===== src/rtl/card_dealer.sv =====
// Finite-shoe card dealer: LFSR-picked ranks with a linear-scan fallback.
// Define DEALER_HOLD_CARD_EN to keep CARD stable between deals.
module card_dealer #(
  parameter int DECKS     = 1,
  parameter int ACE_VALUE = 11,
  parameter int MAX_TRIES = 16
) (
  input  logic        CLK,
  input  logic        RESET,
  input  logic [15:0] SEED,
  input  logic        DRAW,
  input  logic        SHUFFLE,
  output logic [3:0]  CARD,
  output logic        CARD_VALID,
  output logic        BUSY,
  output logic        EMPTY,
  output logic        ERR,
  output logic [7:0]  CARDS_LEFT
);

  localparam logic [3:0]  RANK_FULL = 4'(4 * DECKS);
  localparam logic [7:0]  SHOE_FULL = 8'(52 * DECKS);
  localparam logic [3:0]  ACE_CARD  = 4'(ACE_VALUE);
  localparam logic [7:0]  LAST_TRY  = 8'(MAX_TRIES - 1);
  localparam logic [15:0] LFSR_MASK = 16'hB400;
  localparam logic [15:0] SEED_ZERO = 16'hACE1;

  typedef enum logic [1:0] {
    IDLE,
    PICK,
    SCAN,
    DEAL
  } state_e;

  state_e      state_q, state_d;
  logic [3:0]  cnt_q [13];
  logic [3:0]  cnt_d [13];
  logic [7:0]  left_q, left_d;
  logic [15:0] lfsr_q, lfsr_d;
  logic [15:0] lfsr_nxt;
  logic [7:0]  tries_q, tries_d;
  logic [3:0]  rank_q, rank_d;
  logic [3:0]  card_q, card_d;
  logic        valid_q, valid_d;
  logic        busy_q, busy_d;
  logic        err_q, err_d;
  logic        pick_ok;

  function automatic logic [3:0] rank_value(
    input logic [3:0] r
  );
    if (r == 4'd0) begin
      return ACE_CARD;
    end else if (r <= 4'd8) begin
      return r + 4'd1;
    end else begin
      return 4'd10;
    end
  endfunction

  assign lfsr_nxt = {1'b0, lfsr_q[15:1]}
                  ^ (lfsr_q[0] ? LFSR_MASK : 16'h0);

  assign pick_ok = (lfsr_nxt[3:0] <= 4'd12)
                && (cnt_q[lfsr_nxt[3:0]] != 4'd0);

  always_comb begin
    state_d = state_q;
    cnt_d   = cnt_q;
    left_d  = left_q;
    lfsr_d  = lfsr_q;
    tries_d = tries_q;
    rank_d  = rank_q;
`ifdef DEALER_HOLD_CARD_EN
    card_d  = card_q;
`else
    card_d  = 4'd0;
`endif
    valid_d = 1'b0;
    busy_d  = busy_q;
    err_d   = 1'b0;

    unique case (state_q)
      IDLE: begin
        if (DRAW) begin
          if (left_q == 8'd0) begin
            err_d = 1'b1;
          end else begin
            state_d = PICK;
            tries_d = 8'd0;
            busy_d  = 1'b1;
          end
        end
      end
      PICK: begin
        lfsr_d = lfsr_nxt;
        rank_d = lfsr_nxt[3:0];
        if (pick_ok) begin
          state_d = DEAL;
        end else if (tries_q == LAST_TRY) begin
          state_d = SCAN;
          rank_d  = 4'd0;
        end else begin
          tries_d = tries_q + 8'd1;
        end
      end
      // Shoe is non-empty here, so the scan stops at or before rank 12.
      SCAN: begin
        if (cnt_q[rank_q] != 4'd0) begin
          state_d = DEAL;
        end else begin
          rank_d = rank_q + 4'd1;
        end
      end
      DEAL: begin
        cnt_d[rank_q] = cnt_q[rank_q] - 4'd1;
        left_d  = left_q - 8'd1;
        card_d  = rank_value(rank_q);
        valid_d = 1'b1;
        busy_d  = 1'b0;
        state_d = IDLE;
      end
      default: begin
        state_d = IDLE;
        busy_d  = 1'b0;
      end
    endcase

    if (SHUFFLE) begin
      for (int i = 0; i < 13; i++) begin
        cnt_d[i] = RANK_FULL;
      end
      left_d  = SHOE_FULL;
      lfsr_d  = lfsr_q;
      state_d = IDLE;
      busy_d  = 1'b0;
      valid_d = 1'b0;
      err_d   = 1'b0;
      card_d  = 4'd0;
    end
  end

  always_ff @(posedge CLK) begin
    if (RESET) begin
      state_q <= IDLE;
      for (int i = 0; i < 13; i++) begin
        cnt_q[i] <= RANK_FULL;
      end
      left_q  <= SHOE_FULL;
      lfsr_q  <= (SEED == 16'h0) ? SEED_ZERO : SEED;
      tries_q <= 8'd0;
      rank_q  <= 4'd0;
      card_q  <= 4'd0;
      valid_q <= 1'b0;
      busy_q  <= 1'b0;
      err_q   <= 1'b0;
    end else begin
      state_q <= state_d;
      cnt_q   <= cnt_d;
      left_q  <= left_d;
      lfsr_q  <= lfsr_d;
      tries_q <= tries_d;
      rank_q  <= rank_d;
      card_q  <= card_d;
      valid_q <= valid_d;
      busy_q  <= busy_d;
      err_q   <= err_d;
    end
  end

  assign CARD       = card_q;
  assign CARD_VALID = valid_q;
  assign BUSY       = busy_q;
  assign ERR        = err_q;
  assign CARDS_LEFT = left_q;
  assign EMPTY      = (left_q == 8'd0);

endmodule


===== config.mk =====
export PLATFORM = sky130hd
export DESIGN_NAME = card_dealer
export DESIGN_NICKNAME = d
export VERILOG_FILES = /design/src/rtl/card_dealer.sv
export SDC_FILE = /design/constraint.sdc
export NUM_CORES = 1
export LEC_CHECK = 0
export CAP_MARGIN = 25
export CORE_AREA = 5 5 95 97
export DETAILED_ROUTE_END_ITERATION = 10
export DIE_AREA = 0 0 100 102
export GPL_ROUTABILITY_DRIVEN = 0
export PLACE_DENSITY = 0.83
export SLEW_MARGIN = 40
export SYNTH_ARGS = -nofsm -noshare
export SYNTH_HDL_FRONTEND = slang
export SYNTH_SLANG_ARGS = --single-unit

===== constraint.sdc =====
create_clock -name CLK -period 5.9 [get_ports CLK]
set_input_delay 0.59 -clock CLK [delete_from_list [all_inputs] [get_ports CLK]]
set_output_delay 0.59 -clock CLK [all_outputs]
set_load 0.1 [all_outputs]

; After elaboration in Yosys (flattened, before gate mapping)
; Cells that the tools add are included.
[totals]
ff_bits = 97
inputBits = 20
output_inout_bits = 16
elab_cells = 108
[classes]
add_sub_neg = 4
order_cmp = 5
eq_ne = 12
n_mux = 36
bitwise = 7
reduce_logical = 21
[ops]
columns = cell, count
row1 = $mux W16, 5
row2 = $bwmux W52, 1
row3 = $mux W4, 10
row4 = $bmux W4 S4, 2
row5 = $mux W8, 4
row6 = $demux W4 S4, 1
row7 = $logic_not A16 Y1, 1
row8 = $pmux W8 S2, 1
row9 = $xor A15 B16 Y16, 1
row10 = $ne A2 B2 Y1 const B, 7
row11 = $ge A5 B5 Y1 const B, 2
row12 = $mux W2, 5
row13 = $not A4 Y5, 2
row14 = $add A8 B1 Y8 const B, 1
row15 = $eq A8 B4 Y1 const B, 1
row16 = $le A4 B4 Y1 const B, 2
row17 = $logic_not A8 Y1, 1
row18 = $pmux W2 S4, 1
row19 = $pmux W4 S2, 1
row20 = $reduce_bool A2 Y1, 4
row21 = $reduce_bool A4 Y1, 2
row22 = $sub A8 B1 Y8 const B, 1
row23 = $lt A5 B1 Y1 const B, 1
row24 = $reduce_and A5 Y1, 1
row25 = other kinds (18), 27

; Logic depth before layout (Yosys ltp)
[depth]
ltp_word = 10
depth_mapped = 13
ltp_nobuf = 10

; Least setup slack after synthesis
; Ideal clock, no wire load.
[synth_timing]
path_kind = reg2reg
startpoint = register rank_q[1]
endpoint = register rank_q[0]
setup_time_ns = 0.095
t_arrival_ns = 2.993
required_time_ns = 5.805
path_slack_ns = 2.812
stages_incl_launch_ff = 13
n_path_buf = 3
synth_period_minus_slack_ns = 3.088
cell_sequence = dfxtp_1 buf_2 buf_1 mux4_2 mux2i_1 o21ai_0 a21oi_1 buf_2 ha_1 nand2_1 o32ai_4 o21ai_0 a221oi_1
[synth_between]
elab_chain_cells = 7
[synth_rtl]
columns = element, line
row1 = from (decl), 42  ; logic [3:0] rank_q, rank_d;
row2 = from (signal assigned), 163  ; rank_q <= rank_d;
row3 = $not A4 Y5 (not written as such), 109  ; if (cnt_q[rank_q] != 4'd0) begin
row4 = $bmux W4 S4, 109
row5 = $mux W4 (not written as such) (2 in series), 109
row6 = $reduce_bool A4 Y1, 109
row7 = $ne A2 B2 Y1 (no line), n/a
row8 = $reduce_and A2 Y1 (no line), n/a
; No other way between the ends. The select of a mux whose other input is x is not followed.
; A chain may end at the register's enable or synchronous reset.

; Worst setup path after layout
[layout_timing]
startpoint = register rank_q[0]
endpoint = register rank_q[0]
[layout_between]
elab_chain_cells = 7
word_cells_on_any_way = 10
classes_between = 1 x add/sub / 1 x eq/ne / 5 x mux / 1 x bitwise / 2 x reduce/logical
[layout_rtl]
columns = element, line
row1 = $not A4 Y5 (not written as such), 109
row2 = $bmux W4 S4, 109
row3 = $mux W4 (not written as such) (2 in series), 109
row4 = $reduce_bool A4 Y1, 109
row5 = $ne A2 B2 Y1 (no line), n/a
row6 = $reduce_and A2 Y1 (no line), n/a
; Parallel ways exist; a longest one is shown, timed or not. The select of a mux whose other input is x is not followed.

==> summary.md <==
| Metric | Value |
|---|---|
| Status | `completed` |
| Hold_ws | `about 470 ps` |
| GRT Total Usage | `23.7%` |
| Initial antenna violation count | `0` |
| Seq pwr share | `a little under three fifths` |
| Ys flop type | `dfxtp_1` |
| TritonCTS clock tree | `done` |
| H-Tree Depth | `3` |
| Setup TNS | `0 ps` |
| Synthesized area per cell | `between 9 and 10 um^2` |
| Post-Syn Instances | `543` |
| I/O pin cnt | `36` |
| DRC viols | `0` |
| Placed inst area | `~0.0052 mm^2` |
| EDFF count, synth | `16` |
| Drt first pass iters | `5` |
| Slew Viols, Final | `0` |
| Worst Skew | `around 9 ps` |
| CTS max path bufs | `2` |
| Tcrit/Tclk final | `around 62%` |
| Largest net degree at the start of global routing | `47` |
| # setup viols final | `0` |
| Asr flop ratio synth | `0%` |
| CTS root buf | `clkbuf_8` |
| CP required | `approximately 6200 ps` |
| CTS clk-pin slew, worst paths | `90 ps` |
| Slew HR | `a little under half` |
| DR iter-0 viols | `420` |
| Fmax | `272 MHz` |
| Net Sw Frac | `26.1%` |
| DR vias | `~4.2k` |
| Clock sinks | `just under 100` |
| Overflow after GRT | `0` |
| Least-Margin Pin Slew | `around 800 ps` |
| Final Hold Vio Count | `0` |
| Clk pwr share | `approximately a third` |
| Arr. time, crit path | `roughly 4000 ps` |
| P_int | `approximately 930 uW` |
| PD cells | `about 230 mW/mm^2` |
| # diodes | `0` |
| Post-cts resize count | `0` |
| Maximum VDD drop | `0.113 mV` |
| Crit path launch type | `flip-flop` |
| Total wire length | `11900 um` |
| Share of layout cells above drive strength 1 | `12.1%` |
| DIE AREA | `0.0102 mm^2` |
| Synth-to-layout area growth | `10.0%` |
| Crit Path Max Fanout | `18` |
| #FFs+latches synth | `between 90 and 100` |
| Lkg Pwr | `approximately 0.0020 uW` |
| Unrepaired setup endpoints after global routing | `no` |
| MaxCap Viol Count | `0` |
| Hold buffer count at CTS | `0` |
| DP HPWL | `approximately 8300 um` |
| Gate power share | `10.5%` |
| Core ar. | `around 0.008 mm^2` |
| Initial core utilization | `60.9%` |
| Commonest non-fill, non-tap cell in the layout | `dfxtp_1` |
| Fin util | `about two thirds` |
| Cell row count | `33` |
| Final nets | `about 590` |
| CP Class | `flip-flop to flip-flop` |
| Net Count, Synth | `576` |
| Tightest Hold Check Type | `flip-flop to flip-flop` |
| Post-synth cell types | `62` |
| Vias in the first global route | `roughly 3.9k` |
| Most frequent cells in the layout | `dfxtp_1 (79), nand2_1 (71), nor2_1 (62)` |
| Mapped cell area | `a little under 0.005 mm^2` |
| Post-synthesis sequential area ratio | `42.9%` |
| Routed vias/inst | `around 6.3` |
| Inserted Clock Buffers | `9` |
| Net switching power | `approximately 330 uW` |
| Synth Warn # | `0` |
| Post-Layout Inst Area | `around 0.0054 mm^2` |
| Die Span Y | `around 100 um` |
| Drt wl/cell | `17.8 um` |
| Post-CTS setup buffers | `0` |
| Final min period | `around 3700 ps` |
| Port Buf Inserts | `35` |
| Worst-skew pair later-pin latency | `approximately 380 ps` |
| First-pass GRT wire length | `19300 um` |
| Die Span X | `around 100 um` |
| Antenna viol nets, final | `0` |
| Crit end category | `flip-flop` |
[state kept, by name, indices dropped and copies added (netlist names)]
name and count:
cnt_q 52, lfsr_q 16, CARDS_LEFT 8, tries_q 8, CARD 4, rank_q 4
state_q 2, BUSY 1, CARD_VALID 1, ERR 1
[power by group through the flow]
stage / clock [uW] / sequential [uW] / combinational, uW
finish: 419 / 708 / 132
global route: 451 / 711 / 143
CTS: 422 / 708 / 129
detailed placement: 0 / 723 / 128
global placement: 0 / 722 / 126
floorplan: 0 / 711 / 98.5
[cells in the mapped netlist, types with 3 or more instances]
cell type,count,share of area [%]
mux2_2,8,1.8
o211ai_1,15,2.3
a22o_1,3,0.54
a31o_2,3,0.54
nand2b_1,4,0.51
nand3b_1,3,0.46
a22oi_1,3,0.46
nor4_1,12,1.5
nor2_1,62,4.7
nor2b_1,8,1.0
o31ai_2,3,0.77
a31oi_1,4,0.51
o21ai_0,6,0.61
dfxtp_1,81,33
edfxtp_1,16,9.8
inv_1,16,1.2
ha_1,13,3.3
nor3_1,5,0.51
nand2_1,71,5.4
mux4_2,9,4.1
buf_2,9,0.92
a211o_1,4,0.71
nand4_1,18,2.3
or2_2,3,0.38
o31ai_1,3,0.46
clkbuf_1,21,1.6
o22a_1,8,1.4
mux2i_1,13,2.7
xnor2_1,7,1.3
a21o_1,3,0.46
nand3_1,14,1.4
a21oi_1,50,5.1
or4_1,5,0.77
xor2_1,4,0.71
[kinds of logic (layout without fill, tap and decap cells)]
logic type,after synthesis,after routing,synth area share (%)
simple gates,215,215,20.7
flops,97,97,42.9
compound gates,125,125,17.7
fa+ha+maj,13,13,3.32
mux,31,31,9.16
xor+xnor,11,11,1.97
buf+inv,51,71,4.26
[layer usage]
metal | GRT usage (%) | part of all wire, % | vias up
met5 | 0 | 0 | -
met4 | 8.50 | 1.9 | 0
met3 | 5.39 | 8.5 | 23
met2 | 38.6 | 47 | 208
met1 | 31.2 | 43 | 1994
li1 | - | - | 2005
[cell type report]
cell class,instances,area [um^2]
fill,639,2660
multi-input combinational,395,2610
sequential,97,2100
timing repair buffer,39,300
clock buffer,13,169
tap,105,131
inverter,16,60.1
clock inverter,3,22.5
[per-stage QoR]
stage               std cells  worst slack (ps)  total power [uW]
floorplan                 543              2810               810
global placement          652              2030               848
detailed placement        652              2300               851
CTS                       668              2290              1260
global route              668              2000              1300
finish                    668              2230              1260
[final timing paths]
| kind | from | endpoint | slack [ps] | cells after the start |
|---|---|---|---|---|
| max reg2reg | rank_q[0] | rank_q[0] | 2230 | 9 |
| min reg2reg | tries_q[6] | tries_q[6] | 470 | 1 |
| min | tries_q[6] | tries_q[6] | 470 | 1 |
| max | rank_q[0] | rank_q[0] | 2230 | 9 |
[worst max-delay path, stage by stage, from the launching register on]
cell and delay, ps:
dfxtp_1 820, mux4_2 580, mux2i_1 130, o21ai_0 110, a21oi_2 620, ha_1 320, nand2_1 120, o32ai_4 420
o21ai_0 160, a221oi_1 300
(Power assumes the default switching activity.)
==> patch 1: new RTL, same settings <==
Build with the macro `DEALER_HOLD_CARD_EN` defined.
--- a/src/rtl/card_dealer.sv
+++ b/src/rtl/card_dealer.sv
@@ -1,5 +1,7 @@
 // Finite-shoe card dealer: LFSR-picked ranks with a linear-scan fallback.
 // Define DEALER_HOLD_CARD_EN to keep CARD stable between deals.
+`define DEALER_HOLD_CARD_EN
+
 module card_dealer #(
   parameter int DECKS     = 1,
   parameter int ACE_VALUE = 11,
Check against the original RTL: not equivalent (a bounded check fails within 10 cycles, from zero or initial values and one cycle with RESET high).
==> patch 1 against the original RTL <==
  * Routed wire length rose by 12%
  * Sequential cell count did not move
  * Global-route usage rose by 3.4 points
  * Design area rose by 4.8%
  * Utilization rose by 3.2 points
  * Hold slack improved by 0.027 ns
  * Worst setup slack improved by 0.10 ns
  * Critical endpoint is now rank_q[2]$_SDFFE_PP0P_
  * Maximum frequency rose by 2.8%
  * Cell count rose by 6.0%
  * Total power rose by 4.9%
  * Synthesized area rose by 4.0%
  * Highest routed layer unchanged
==> patch 1: results <==
outcome:
  status: "complete, no violations"
finish:
  multi_input_gates: 432
  seqCellArea_sq_mm: 0.00210
  buffers: 41
  multi_input_area_share_pct: 49.9
  clock_cell_area_share_pct: 3.85
  buffer_area_share_pct: 5.58
worst_hold_path:
  min_to: "cnt_q[24]$_SDFFE_PP0P_"
  hold_start: "cnt_q[24]$_SDFFE_PP0P_"
  holdPathStages: 2
power:
  clock_power_share_pct: 36.3
  vdd_drop_max_uv: 133
  switching_share_pct: 25.7
  p_leak_nw: 2.08
  comb_power_share_pct: 9.7
logic_synthesis:
  yosys-top-cells-area: "dfxtp_1 32%, edfxtp_1 9.4%, nor2_1 5.5%"
  ys_seq_area_share_pct: 41.2
global_routing:
  grt.total_usage_pct: 27.2
placement:
  place_area_sq_mm: 0.00541
setup_path:
  timing.rr.start: "rank_q[1]$_SDFFE_PP0P_"
  timing.rr.end: "rank_q[2]$_SDFFE_PP0P_"
  worstPathArrival_ns: 3.82
sta:
  fin_hold_ws_ns: 0.495
  relSlewSlack_pct: 44.6
detailed_routing:
  drt_iter0_drc: 511
## patch 1: cell types whose count changed after synthesis, moves of 7 or more
cell | unedited run | this run
clkbuf_1 | 21 | 29
a31oi_1 | 4 | 18
nand3_1 | 14 | 35
nor4_1 | 12 | 27
buf_2 | 9 | 2
nor2_1 | 62 | 75
a21oi_1 | 50 | 31
nand4_1 | 18 | 3
o311ai_1 | 1 | 10
## patch 1: how the worst max path moves through the flow
stage | from | end | slack, ns | cells after the start
CTS | rank_q[0]$_SDFFE_PP0P_ | rank_q[2]$_SDFFE_PP0P_ | 1.89 | 9
global route | rank_q[1]$_SDFFE_PP0P_ | rank_q[0]$_SDFFE_PP0P_ | 2.17 | 9
detailed placement | rank_q[0]$_SDFFE_PP0P_ | rank_q[2]$_SDFFE_PP0P_ | 1.88 | 9
floorplan | rank_q[0]$_SDFFE_PP0P_ | state_q[0]$_SDFFE_PP0P_ | 2.36 | 11
global placement | rank_q[0]$_SDFFE_PP0P_ | rank_q[2]$_SDFFE_PP0P_ | 2.00 | 9
finish | rank_q[1]$_SDFFE_PP0P_ | rank_q[2]$_SDFFE_PP0P_ | 2.33 | 9
## patch 1: per-stage QoR
step	cells	utilization [%]	total power, mW
finish	708	70.2	1.32
global route	708	70.2	1.37
CTS	708	69.9	1.32
detailed placement	692	67.2	0.853
global placement	692	68.1	0.848
floorplan	584	-	0.809
## patch 1: per-layer routing
layer	routed length, um	track usage [%]	vias up
met1	5460	36.2	2247
met5	0	0	-
met3	1060	3.75	51
li1	-	-	2199
met2	6290	44.0	250
met4	525	13.0	0
## patch 1: cells by family after synthesis
family	count (synthesis)	share of synthesized area, %
compound gates	133	17.9
xor+xnor	13	2.23
fa+ha+maj	14	3.39
buf+inv	55	4.10
flops	97	41.2
mux	28	8.32
simple gates	244	22.9
==> patch 2: new RTL, config.mk and constraints unchanged <==
Without the edit above. Encoding of `state_e`: now one-hot (4 bits for 4 states).
--- a/src/rtl/card_dealer.sv
+++ b/src/rtl/card_dealer.sv
@@ -25,11 +25,11 @@
   localparam logic [15:0] LFSR_MASK = 16'hB400;
   localparam logic [15:0] SEED_ZERO = 16'hACE1;
 
-  typedef enum logic [1:0] {
-    IDLE,
-    PICK,
-    SCAN,
-    DEAL
+  typedef enum logic [3:0] {
+    IDLE = 4'b0001,
+    PICK = 4'b0010,
+    SCAN = 4'b0100,
+    DEAL = 4'b1000
   } state_e;
 
   state_e      state_q, state_d;
Formal check against the unedited RTL: no difference found for any inputs over 4 cycles, from zero or initial values and one cycle with RESET high; so few cycles prove little.
==> patch 2 against the original RTL <==
  * Sequential cell count rose by 2
  * Global-route usage rose by 0.38 points
  * Synthesized area fell by 1.1%
  * Die area did not move
  * Sequential power barely moved
  * Routed wire length rose by 0.32%
  * Total power fell by 2.0%
  * Design area did not move
  * Worst setup slack improved by 0.18 ns
  * Via count rose by 2.5%
  * Sequential share of layout area rose by 0.74 points
  * Largest power group unchanged
==> patch 2: results <==
global_routing:
  grt_use_met1_pct: 30.9
  first_global_vias: 4030
  grt_pass1_wl_um: 19600
  grt_max_degree: 48
  grt.total_usage_pct: 24.1
  grtUsageMet2_pct: 39.4
  grt.met3_usage_pct: 4.98
logic_synthesis:
  yosysUniqueCellTypes: 57
  syn_area_per_cell_sq_um: 8.96
  ys_ff_latch: 99
  ys_seq_area_share_pct: 44.2
  synth_top_flop_cell: "dfxtp_1"
  netlist.area_leader.share_pct: 34.3
  synth_commonest_cells: "83 x dfxtp_1, 73 x nand2_1, 55 x nor2_1"
  syn_nets: 569
  yosys-top-cells-area: "dfxtp_1 34%, edfxtp_1 9.9%, nand2_1 5.7%"
power:
  p_leak_nw: 1.94
  clk-power_uw: 450
  comb_power_share_pct: 6.1
  intPower_uw: 951
  vdd_drop_max_uv: 132
finish:
  buffers: 41
  final_cells: 673
  multi_input_gates: 398
  sh_seq_area_pct: 39.8
  buffer_area_share_pct: 5.85
  clock_cell_area_share_pct: 3.81
  drive_gt1_share_pct: 10.6
  nFillCells: 634
placement:
  dp_hpwl_um: 8160
  dpl.cell_count: 657
  place_area_sq_mm: 0.00518
worst_hold_path:
  hold_start: "cnt_q[15]$_SDFFE_PP0P_"
  holdPathStages: 2
detailed_routing:
  routed_via_density: 6.44
  drt_iter0_drc: 386
  wl_met1_um: 4950
  dr_wl_met2_um: 5560
  dr_wl_met3_um: 996
  wirelength_um: 11900
setup_path:
  ff2ff_setup_slack_ns: 2.41
  reg2regPathDepth: 8
  cp_slowest_stage_delay_ns: 0.76
  cp_top_family: "flip-flops"
  crit_path_end: "cnt_q[22]$_SDFFE_PP1P_"
  worstPathArrival_ns: 3.73
outcome:
  status: "complete, no violations"
sta:
  worst_slew_pin_slew_ns: 0.854
  skew_ns: 0.0132
  fin_hold_ws_ns: 0.483
==> patch 2: cell types whose count changed after synthesis, sizes merged, moves of 4 or more <==
cell	change
nor2	-7
ha	-5
o21ai	+15
nand3	+21
clkbuf	-4
mux2i	-5
nand4	-16
a211oi	+4
nor4b	+4
a21oi	-4
==> patch 2: per-stage QoR <==
| step | worst slack (ns) | utilization [%] | power (mW) |
|---|---|---|---|
| floorplan | 2.79 | - | 0.767 |
| global placement | 2.39 | 65.1 | 0.795 |
| detailed placement | 2.51 | 64.3 | 0.798 |
| finish | 2.41 | 67.0 | 1.23 |
| CTS | 2.48 | 66.9 | 1.23 |
| global route | 2.20 | 67.0 | 1.27 |
==> patch 2: logic make-up after synthesis <==
kind of cell | share of synthesized area, %
simple gates | 22.1
buf+inv | 3.87
mux | 8.77
xor+xnor | 2.35
flops | 44.2
fa+ha+maj | 2.27
compound gates | 16.5
